## config.mk

```make
export PLATFORM = sky130hd
export DESIGN_NAME = vga_timing_gen
export DESIGN_NICKNAME = d
export VERILOG_FILES = /design/src/rtl/vga_pkg.sv /design/src/rtl/sync_delay_line.sv /design/src/rtl/vga_timing_gen.sv
export SDC_FILE = /design/constraint.sdc
export NUM_CORES = 1
export LEC_CHECK = 0
export ABC_AREA = 1
export CORE_MARGIN = 1.5
export CORE_UTILIZATION = 45
export DETAILED_ROUTE_END_ITERATION = 7
export PLACE_DENSITY_LB_ADDON = 0.2
export SLEW_MARGIN = 20
export SYNTH_ARGS = -nofsm -noshare
export SYNTH_HDL_FRONTEND = slang
export SYNTH_HIERARCHICAL = 1
export SYNTH_SLANG_ARGS = --single-unit
export TNS_END_PERCENT = 5
```

## constraint.sdc

```tcl
create_clock -name vga_clk -period 3.2 [get_ports vga_clk]
set_input_delay 0.48 -clock vga_clk [delete_from_list [all_inputs] [get_ports vga_clk]]
set_output_delay 0.48 -clock vga_clk [all_outputs]
set_load 0.05 [all_outputs]
```

## src/rtl/vga_pkg.sv

```systemverilog
// vga_pkg: shared VGA coordinate type, 640x480@60 timing defaults and board origin.
package vga_pkg;
    typedef logic [9:0] coord_t;
    localparam int H_VISIBLE_DEF = 640;
    localparam int H_FP_DEF      = 16;
    localparam int H_SYNC_DEF    = 96;
    localparam int H_BP_DEF      = 48;
    localparam int V_VISIBLE_DEF = 480;
    localparam int V_FP_DEF      = 10;
    localparam int V_SYNC_DEF    = 2;
    localparam int V_BP_DEF      = 33;
    localparam coord_t BOARD_X0  = 10'd160;
    localparam coord_t BOARD_Y0  = 10'd80;
    function automatic int span_total(int vis, int fp, int sy, int bp);
        return vis + fp + sy + bp;
    endfunction
endpackage

```

## src/rtl/sync_delay_line.sv

```systemverilog
// sync_delay_line: DEPTH-stage shift register resetting to 1 (idle sync level); DEPTH=0 is a wire.
module sync_delay_line #(
    parameter int DEPTH = 1
) (
    input  logic clk,
    input  logic rst,
    input  logic d,
    output logic q
);
    generate
        if (DEPTH == 0) begin : g_wire
            assign q = d;
        end else begin : g_pipe
            logic [DEPTH-1:0] sr;
            always_ff @(posedge clk or posedge rst)
                if (rst) sr <= '1;
                else     sr <= (sr << 1) | DEPTH'(d);
            assign q = sr[DEPTH-1];
        end
    endgenerate
endmodule

```

## src/rtl/vga_timing_gen.sv

```systemverilog
// vga_timing_gen: raster counters, blank qualifier and delayed active-low hs/vs.
// Optional frame counter enabled by defining VGA_FRAME_COUNTER_EN.
module vga_timing_gen
    import vga_pkg::*;
#(
    parameter int H_VISIBLE  = H_VISIBLE_DEF,
    parameter int H_FP       = H_FP_DEF,
    parameter int H_SYNC     = H_SYNC_DEF,
    parameter int H_BP       = H_BP_DEF,
    parameter int V_VISIBLE  = V_VISIBLE_DEF,
    parameter int V_FP       = V_FP_DEF,
    parameter int V_SYNC     = V_SYNC_DEF,
    parameter int V_BP       = V_BP_DEF,
    parameter int SYNC_DELAY = 1
) (
    input  logic       vga_clk,
    input  logic       reset,
    output coord_t     DrawX,
    output coord_t     DrawY,
    output logic       blank,
    output logic       hs,
    output logic       vs,
    output logic       line_start,
    output logic       frame_start,
    output logic [7:0] frame_cnt
);
    localparam coord_t H_LAST = coord_t'(span_total(H_VISIBLE, H_FP, H_SYNC, H_BP) - 1);
    localparam coord_t V_LAST = coord_t'(span_total(V_VISIBLE, V_FP, V_SYNC, V_BP) - 1);
    localparam coord_t H_VIS  = coord_t'(H_VISIBLE);
    localparam coord_t V_VIS  = coord_t'(V_VISIBLE);
    localparam coord_t H_S0   = coord_t'(H_VISIBLE + H_FP);
    localparam coord_t H_S1   = coord_t'(H_VISIBLE + H_FP + H_SYNC);
    localparam coord_t V_S0   = coord_t'(V_VISIBLE + V_FP);
    localparam coord_t V_S1   = coord_t'(V_VISIBLE + V_FP + V_SYNC);

    logic   run, hs_raw, vs_raw, h_wrap, v_wrap;
    coord_t hc, vc;

    assign h_wrap = hc == H_LAST;
    assign v_wrap = vc == V_LAST;

    // First edge after reset only arms run; counting begins on the following edge.
    always_ff @(posedge vga_clk or posedge reset)
        if (reset) begin
            run <= 1'b0;
            hc  <= '0;
            vc  <= '0;
        end else if (!run) begin
            run <= 1'b1;
        end else begin
            hc <= h_wrap ? '0 : hc + coord_t'(1);
            if (h_wrap) vc <= v_wrap ? '0 : vc + coord_t'(1);
        end

    assign DrawX       = hc;
    assign DrawY       = vc;
    assign blank       = run && hc < H_VIS && vc < V_VIS;
    assign hs_raw      = !(run && hc >= H_S0 && hc < H_S1);
    assign vs_raw      = !(run && vc >= V_S0 && vc < V_S1);
    assign line_start  = run && hc == '0;
    assign frame_start = run && hc == '0 && vc == '0;

    sync_delay_line #(.DEPTH(SYNC_DELAY)) u_hs_dly (.clk(vga_clk), .rst(reset), .d(hs_raw), .q(hs));
    sync_delay_line #(.DEPTH(SYNC_DELAY)) u_vs_dly (.clk(vga_clk), .rst(reset), .d(vs_raw), .q(vs));

`ifdef VGA_FRAME_COUNTER_EN
    logic [7:0] fc;
    always_ff @(posedge vga_clk or posedge reset)
        if (reset)                         fc <= '0;
        else if (run && h_wrap && v_wrap)  fc <= fc + 8'd1;
    assign frame_cnt = fc;
`else
    assign frame_cnt = '0;
`endif
endmodule
```

==> results.yml, run 1 <==
status:
  outcome: "finished, final reports clean"
synthesis:
  synth_top_area_share_pct: 36.62
  synth-seq-cells: 23
  ys_types: 27
  netlist_instances: 189
  avgSynthCellArea_um2: 7.593
  synth.top_cells.by_area: "dfrtp_1 37%, nand2_1 9.4%, nor2_1 7.3%, inv_1 7.1%, buf_4 5.2%"
  yosys.area.top_type: "dfrtp_1"
  synth_seq_area_share_pct: 40.28
  yosys_warnings: 6
  synth_area_um2: 1435
timing:
  slew_headroom_pct: 46.38
  slew_viol_final: 0
  finClkSkew_ns: 0.008070
  period_needed_ns: 2.821
  fin_tns_setup_ns: 0
  setup_viol: 0
  worst_pin_slew_ns: 0.8034
  fin_crit_sh_pct: 88.14
  rsz0062_at_grt: "no"
  hold_viol: 0
  fin_hold_ws_ns: 0.5099
  timing.fmax_mhz: 354.5
layout:
  syn_to_final_growth_pct: 19.70
  multi_input_area_um2: 688.2
  drive_above_1_share_pct: 7.907
  design_area_um2: 1718
  antennaDiodeCount: 0
  finish.utilization_pct: 56.27
  final_nets: 222
  num-fill-cells: 297
  seqCellArea_um2: 578.1
critical_path:
  cp-start-kind: "flip-flop"
  crit_chain: "inv_1 > ha_1 > nor3b_1 > nand4_1 > nor3_1 > clkdlybuf4s50_1"
  slowest_stage: "clkdlybuf4s50_1"
  path_class: "reg2out"
  end_kind: "output port"
  cp.required_ns: 2.72
  cp.arrival_ns: 2.34
  cp_slowest_stage_delay_ns: 0.83
  cp_top_family: "buffers and inverters"
  path_max_fanout: 4
  critPathBufInv: 2
clock_network:
  cts_inserted_buffers: 3
  htreeDepth: 1
  cts_root_buffer: "clkbuf_4"
  cts_num_sinks: 23
  clock_latency_ns: 0.31
  clk_path_buf_depth: 2
  cts_tree: "yes"
  clkTransAtPathRegs_ns: 0.13
  cts_setup_buffers: 0
  hold_buffers: 0
  ctsResizeCount: 0
job:
  cap_violations: 0
detailed_routing:
  drt-pass1-iter-count: 4
  wl_mm: 2.985
  drt_iter0_drc: 61
  drc: 0
  wl_per_cell_um: 11.53
  drtAntennaViolNets: 0
  viasPerCell: 4.961
  num_vias: 1285
global_route:
  grt_pass1_wl_mm: 5.064
  grt_overflow: 0
  antenna_found_initial: 0
  track_usage_pct: 18.58
  grt_pass1_vias: 1141
  grt_max_degree: 22
floorplan:
  die_h_um: 59.47
  die-area_um2: 3537
  die_x_um: 59.47
  coreArea_um2: 3053
  ios: 35
  start_util_pct: 47.01
  rows: 20
place:
  routabilityCongestion: 0.9061
  postPlaceCellArea_um2: 1690
  dp_hpwl_mm: 2.306
  io_buffers: 26
power_and_ir_drop:
  peakVddDrop_v: 0.0004120
  leakage_nw: 0.8101
  total_power_mw: 0.7989
  p_per_area_nw_per_um2: 465.1
hold_path:
  hold_path_class: "in2async"
-- placed cells by master (no fill, tap or decap) --
| master | instances |
|---|---|
| or2_2 | 1 |
| xor2_1 | 5 |
| clkbuf_4 | 3 |
| nor4_1 | 2 |
| nor2_1 | 28 |
| inv_2 | 2 |
| nand4_1 | 8 |
| nor3_1 | 5 |
| o21ai_1 | 3 |
| ha_1 | 4 |
| clkinv_2 | 1 |
| nand2_2 | 1 |
| o21bai_1 | 1 |
| dfrtp_1 | 21 |
| inv_1 | 27 |
| clkdlybuf4s50_1 | 26 |
| o21ai_0 | 7 |
| nand2_1 | 36 |
| nand3_1 | 15 |
| nor2_4 | 1 |
| nor2_2 | 2 |
| nor3b_1 | 1 |
| nand4_4 | 1 |
| dfstp_2 | 2 |
| o21ai_2 | 1 |
| conb_1 | 9 |
| nor3_4 | 1 |
| nor3_2 | 1 |
-- logic make-up after synthesis --
kind of cell    Yosys count  share of synthesized area, %
other cells               2                        0.5233
fa+ha+maj                 4                         3.487
simple gates            103                         34.44
flops                    23                         40.28
xor+xnor                  5                         3.051
buf+inv                  40                         13.60
compound gates           12                         4.620
-- per-stage QoR --
| step | worst slack (ns) | std cells |
|---|---|---|
| final | 0.3794 | 259 |
| after global routing | 0.1839 | 259 |
| after CTS | 0.3557 | 259 |
| after detailed placement | 0.7274 | 255 |
| after global placement | 0.7733 | 255 |
| after floorplan | 0.4881 | 196 |
-- flip-flops by register name, summed over array words and instances, names as in the netlist --
register	flops
DrawX	10
DrawY	10
run	1
u_hs_dly/q	1
u_vs_dly/q	1
-- worst reg2reg max path: cells and delay by family, from the launching register on --
family / cells / cell delay, ns
and+or+nand+nor: 4 / 0.59
DFF: 1 / 0.42
adders and majority gates: 1 / 0.21
AOI/OAI and AO/OA: 1 / 0.10
buffers and inverters: 1 / 0.23
-- layout make-up --
cell class              count  area share, %
inverters                  29          6.336
clock buffers               3          1.311
flip-flops and latches     23          33.65
well taps                  44          3.205
repair buffers             26          15.15
clock inverters             1         0.2913
multi-input cells         133          40.06
-- metal layers --
metal / up-vias / track usage [%] / part of all wire [%]
li1: 633 / - / -
met1: 606 / 26.52 / 47
met2: 44 / 29.20 / 46
met3: 2 / 2.183 / 6.4
met4: 0 / 6.169 / 0.74
met5: - / 0 / 0
-- power breakdown --
group | internal [mW] | switching, mW
Combinational | 0.0904 | 0.218
Sequential | 0.318 | 0.0371
Clock | 0.0466 | 0.0879
Total | 0.456 | 0.343
-- synthesized netlist by cell type (all sizes together) --
master and n:
o21ai 11, nand3 15, conb 2, or2 1, nor3 7, nand2 37
nor2 31, inv 29, nor4 2, nand4 9, dfrtp 21, nor3b 1
o21bai 1, buf 11, xor2 5, dfstp 2, ha 4
-- final timing paths --
| path | from | endpoint | slack (ns) | cells past startpoint |
|---|---|---|---|---|
| min in group vga_clk | DrawX[4] | DrawX[4] | 0.55 | 1 |
| setup / recovery | DrawX[0] | frame_start | 0.38 | 6 |
| setup reg to reg | DrawX[0] | DrawY[0] | 1.55 | 7 |
| hold / removal | reset | u_vs_dly/q | 0.51 | 2 |
| hold reg to reg | DrawX[4] | DrawX[4] | 0.55 | 1 |
| max in group asynchronous | reset | DrawX[9] | 2.03 | 2 |
Power figures use the tool's default switching activity.
==> inputs of run 2 (changes only) <==
REMOVE_ABC_BUFFERS = 1   (was unset)
==> run 2 against run 1 <==
  * Clock skew is 0.0067 ns lower
  * Setup slack gained 0.010 ns
  * Wire length fell by 1.8%
  * Die area unchanged
  * Register-to-register slack better by 0.12 ns
  * Cell area is essentially flat
  * Utilization hardly changed
  * Global-route usage barely moved
  * First-iteration DRC count shrank 48%
==> results.yml, run 2 (synthesis results as in run 1) <==
critical_path:
  path_class: "reg2out"
  path_max_fanout: 7
  cp.arrival_ns: 2.33
  reg2reg_depth: 7
  cp.required_ns: 2.72
  reg2reg_slack_ns: 1.67
  rr_endpoint: "DrawY[1]"
  endpoint: "frame_start"
  startpoint: "DrawY[0]"
  end_kind: "output port"
  rr_startpoint: "DrawX[0]"
  cp-start-kind: "flip-flop"
power_and_ir_drop:
  p_seq_share_pct: 44.5
  p_sw_share_pct: 42.55
  power.clock.fraction_pct: 16.6
  p_comb_share_pct: 38.9
  leakage_nw: 0.8074
  power.switching_mw: 0.3387
  peakVddDrop_v: 0.0005268
  p_int_mw: 0.4572
  total_power_mw: 0.7959
  p_per_area_nw_per_um2: 463.6
timing:
  fin_crit_sh_pct: 87.82
  period_needed_ns: 2.810
  fin_hold_ws_ns: 0.5254
  setup_viol: 0
  rsz0062_at_grt: "no"
  timing.fmax_mhz: 355.8
  fin_tns_setup_ns: 0
  slew_viol_final: 0
  slew_headroom_pct: 45.10
  worst_pin_slew_ns: 0.8226
  hold_viol: 0
  finClkSkew_ns: 0.001361
clock_network:
  clkTransAtPathRegs_ns: 0.12
  cts_tree: "yes"
  clk_path_buf_depth: 2
  ctsResizeCount: 0
  cts_root_buffer: "clkbuf_4"
  cts_inserted_buffers: 3
  cts_setup_buffers: 0
  clock_latency_ns: 0.30
  hold_buffers: 0
  cts_num_sinks: 23
  htreeDepth: 1
global_route:
  grt_max_degree: 22
  track_usage_pct: 18.62
  grt_overflow: 0
  antenna_found_initial: 0
  grt_pass1_vias: 1130
  grt_pass1_wl_mm: 5.016
place:
  dp_hpwl_mm: 2.225
  routabilityCongestion: 0.8563
  dp_cells: 255
  io_buffers: 26
layout:
  final_nets: 222
  drive_above_1_share_pct: 7.442
  syn_to_final_growth_pct: 19.62
  multi_input_area_um2: 688.2
  finish.utilization_pct: 56.23
  num-fill-cells: 303
  final_cells: 259
  seqCellArea_um2: 578.1
  final_common_cell: "nand2_1"
  antennaDiodeCount: 0
  mostFrequentLayoutCells: "36 x nand2_1, 28 x nor2_1, 27 x inv_1"
floorplan:
  coreArea_um2: 3053
  rows: 20
  start_util_pct: 47.01
  die-area_um2: 3537
  ios: 35
  die_h_um: 59.47
  die_x_um: 59.47
status:
  outcome: "finished, final reports clean"
detailed_routing:
  drt_iter0_drc: 32
  wl_mm: 2.931
  viasPerCell: 4.884
  drtAntennaViolNets: 0
  wl_per_cell_um: 11.32
  num_vias: 1265
  drc: 0
  drt-pass1-iter-count: 6
hold_path:
  hold_path_class: "in2async"
job:
  cap_violations: 0
==> run 2: changes by cell type in the layout (fill, tap and decap cells not counted), sizes merged <==
cell / delta
clkinv: -1
clkbuf: +1
==> run 2: power groups by stage <==
stage                     logic (mW)  clock network [mW]  registers, mW
after global placement         0.307                   0          0.358
after global routing           0.335               0.155          0.360
final                          0.309               0.132          0.355
after floorplan                0.132                   0          0.451
after CTS                      0.311               0.139          0.355
after detailed placement       0.310                   0          0.361
==> run 2: worst min path at each step <==
stage | endpoint
after floorplan | u_hs_dly/q
after global placement | DrawX[4]
after detailed placement | DrawX[4]
after CTS | u_vs_dly/q
after global routing | u_vs_dly/q
final | u_vs_dly/q
==> run 2: routing by layer <==
layer  track usage [%]  part of all wire (%)
met1             26.62                    47
met2             28.89                    46
met3             2.838                   5.2
met4             5.844                  0.92
met5                 0                     0
==> run 2: cell type report <==
| class | count | share of cell area, % |
|---|---|---|
| timing repair buffer | 26 | 15.16 |
| sequential | 23 | 33.67 |
| tap | 44 | 3.207 |
| multi-input combinational | 133 | 40.09 |
| inverter | 29 | 6.341 |
| clock buffer | 4 | 1.531 |
==> run 2: critical path: stages (launching register included) <==
cell and delay [ns]:
dfrtp_1 0.48, inv_1 0.14, ha_1 0.16, inv_1 0.05, nor2_1 0.08, nand4_1 0.11, nor3_1 0.19, clkdlybuf4s50_1 0.82
==> run 2: through the flow <==
| step | setup WS [ns] | instance area [µm²] |
|---|---|---|
| global route | 0.2572 | 1717 |
| detailed placement | 0.7252 | 1690 |
| CTS | 0.3655 | 1717 |
| global placement | 0.7789 | 1690 |
| finish | 0.3898 | 1717 |
| floorplan | 0.4881 | 1375 |
==> inputs of run 3 (changes only) <==
CAP_MARGIN = 40   (was unset)
CTS_CLUSTER_DIAMETER = 50   (was unset)
SYNTH_HIERARCHICAL = unset   (was 1)
==> run 3 against run 2 <==
  * Setup slack got worse by 0.040 ns
  * Synthesized cell count down 1.1%
  * First-iteration DRC count grew 59%
  * Critical path depth did not move
  * Fmax shrank 1.4%
  * Power increased by 1.1%
  * Via count down 2.8%
  * Wire length decreased by 4.6%
  * Largest cell class unchanged
==> results.yml, run 3 <==
status:
  outcome: "finished, final reports clean"
power_and_ir_drop:
  power.switching_mw: 0.3471
  p_int_mw: 0.4580
  peakVddDrop_v: 0.0003644
  leakage_nw: 0.8031
  p_per_area_nw_per_um2: 465.9
  power.clock.fraction_pct: 17.5
  p_sw_share_pct: 43.11
  p_comb_share_pct: 38.6
  p_seq_share_pct: 43.9
place:
  dp_hpwl_mm: 2.171
  postPlaceCellArea_um2: 1698
  routabilityCongestion: 0.8715
  io_buffers: 26
synthesis:
  synth_edf_count: 0
  synth-seq-cells: 23
  ys_async_sr_fraction_pct: 100.0
  synth.top_cells.by_area: "dfrtp_1 37%, nand2_1 9.5%, nor2_1 7.4%, inv_1 6.6%, buf_4 5.3%"
  synth_common_cells: "36 x nand2_1, 28 x nor2_1, 25 x inv_1"
  synth_area_um2: 1428
  synth_top_area_share_pct: 36.81
  synth_ff_type: "dfrtp_1"
  synth_seq_area_share_pct: 40.49
  yosys_warnings: 0
  netlist_instances: 187
  avgSynthCellArea_um2: 7.634
  ys_types: 27
  yosysMostFrequentCell: "nand2_1"
  yosys.area.top_type: "dfrtp_1"
timing:
  timing.fmax_mhz: 350.8
  worst_pin_slew_ns: 0.5016
  period_needed_ns: 2.850
  fin_hold_ws_ns: 0.3920
  setup_viol: 0
  fin_tns_setup_ns: 0
  hold_viol: 0
  slew_headroom_pct: 66.46
  fin_crit_sh_pct: 89.07
  finClkSkew_ns: 0.007084
  slew_viol_final: 0
  rsz0062_at_grt: "no"
detailed_routing:
  drtAntennaViolNets: 0
  wl_per_cell_um: 10.84
  num_vias: 1230
  drt_iter0_drc: 51
  viasPerCell: 4.767
  drc: 0
  drt-pass1-iter-count: 4
  wl_mm: 2.796
global_route:
  grt_pass1_wl_mm: 4.830
  antenna_found_initial: 0
  grt_overflow: 0
  track_usage_pct: 17.78
  grt_pass1_vias: 1115
  grt_max_degree: 19
critical_path:
  cp_top_family: "buffers and inverters"
  cp.required_ns: 2.72
  crit_chain: "inv_1 > ha_1 > inv_1 > nor2_1 > nand4_1 > nor3_1 > clkdlybuf4s50_1"
  crit_path_frequent_cell: "inv_1"
  critPathBufInv: 3
  cp.arrival_ns: 2.37
  reg2reg_slack_ns: 1.60
  cp_slowest_stage_delay_ns: 0.83
  path_class: "reg2out"
  path_max_fanout: 7
  cp-start-kind: "flip-flop"
  slowest_stage: "clkdlybuf4s50_1"
  end_kind: "output port"
layout:
  num-fill-cells: 289
  antennaDiodeCount: 0
  final_nets: 221
  mostFrequentLayoutCells: "36 x nand2_1, 28 x nor2_1, 26 x clkdlybuf4s50_1"
  final_common_cell: "nand2_1"
  design_area_um2: 1728
  drive_above_1_share_pct: 8.411
  syn_to_final_growth_pct: 21.03
clock_network:
  cts_tree: "yes"
  ctsResizeCount: 0
  clk_path_buf_depth: 2
  cts_root_buffer: "clkbuf_4"
  cts_setup_buffers: 0
  htreeDepth: 1
  clkTransAtPathRegs_ns: 0.14
  clock_latency_ns: 0.31
  hold_buffers: 0
  cts_inserted_buffers: 3
  cts_num_sinks: 23
floorplan:
  die-area_um2: 3519
  start_util_pct: 47.15
  die_x_um: 59.33
  rows: 20
  coreArea_um2: 3028
  ios: 35
  die_h_um: 59.33
job:
  cap_violations: 0
hold_path:
  hold_path_class: "in2async"
run 3: cell type report:
cell class	instances	area, µm²	share of cell area [%]
flip-flops and latches	23	578.1	33.45
multi-input cells	133	688.2	39.83
inverters	27	101.3	5.865
clock buffers	3	22.52	1.303
repair buffers	27	275.3	15.93
clock inverters	1	7.507	0.4345
well taps	44	55.05	3.186
run 3: kinds of logic (layout without fill, tap and decap cells):
family	Yosys count	count (layout)	share of synthesized area, %
xor gates and xnor gates	5	5	3.067
AOI/OAI and AO/OA	12	12	4.645
adders and majority gates	4	4	3.506
other	2	9	0.5261
DFF	23	23	40.49
and+or+nand+nor	103	103	34.62
buffers and inverters	38	58	13.15
run 3: power groups by stage:
stage / Sequential, mW / Combinational, mW / Clock (mW)
after global placement: 0.358 / 0.306 / 0
after detailed placement: 0.359 / 0.311 / 0
after floorplan: 0.451 / 0.132 / 0
final: 0.353 / 0.310 / 0.141
after CTS: 0.354 / 0.312 / 0.144
after global routing: 0.360 / 0.335 / 0.161
run 3: routing by layer:
| layer | vias to the layer above | part of all wire, % | wire (µm) | global-route usage, % |
|---|---|---|---|---|
| met5 | - | 0 | 0 | 0 |
| met4 | 0 | 0.61 | 17 | 4.870 |
| met3 | 2 | 5.3 | 149 | 1.965 |
| met2 | 40 | 46 | 1282 | 27.79 |
| met1 | 555 | 48 | 1346 | 26.04 |
| li1 | 633 | - | - | - |
run 3: worst paths after layout:
check | start | endpoint | cells past startpoint
hold / removal | reset | DrawY[8] | 2
setup reg to reg | DrawX[0] | DrawY[1] | 7
setup / recovery | DrawY[0] | frame_start | 7
hold reg to reg | DrawX[4] | DrawX[4] | 1
min in group vga_clk | DrawX[4] | DrawX[4] | 1
max in group asynchronous | reset | u_vs_dly.q | 3
run 3: through the flow:
| step | power [mW] | util (%) | cells | setup WS (ns) |
|---|---|---|---|---|
| floorplan | 0.5828 | - | 183 | 0.4881 |
| global placement | 0.6646 | 55.58 | 253 | 0.7756 |
| detailed placement | 0.6702 | 56.07 | 254 | 0.7264 |
| CTS | 0.8097 | 57.07 | 258 | 0.3532 |
| global route | 0.8554 | 57.07 | 258 | 0.2222 |
| finish | 0.8050 | 57.07 | 258 | 0.3496 |
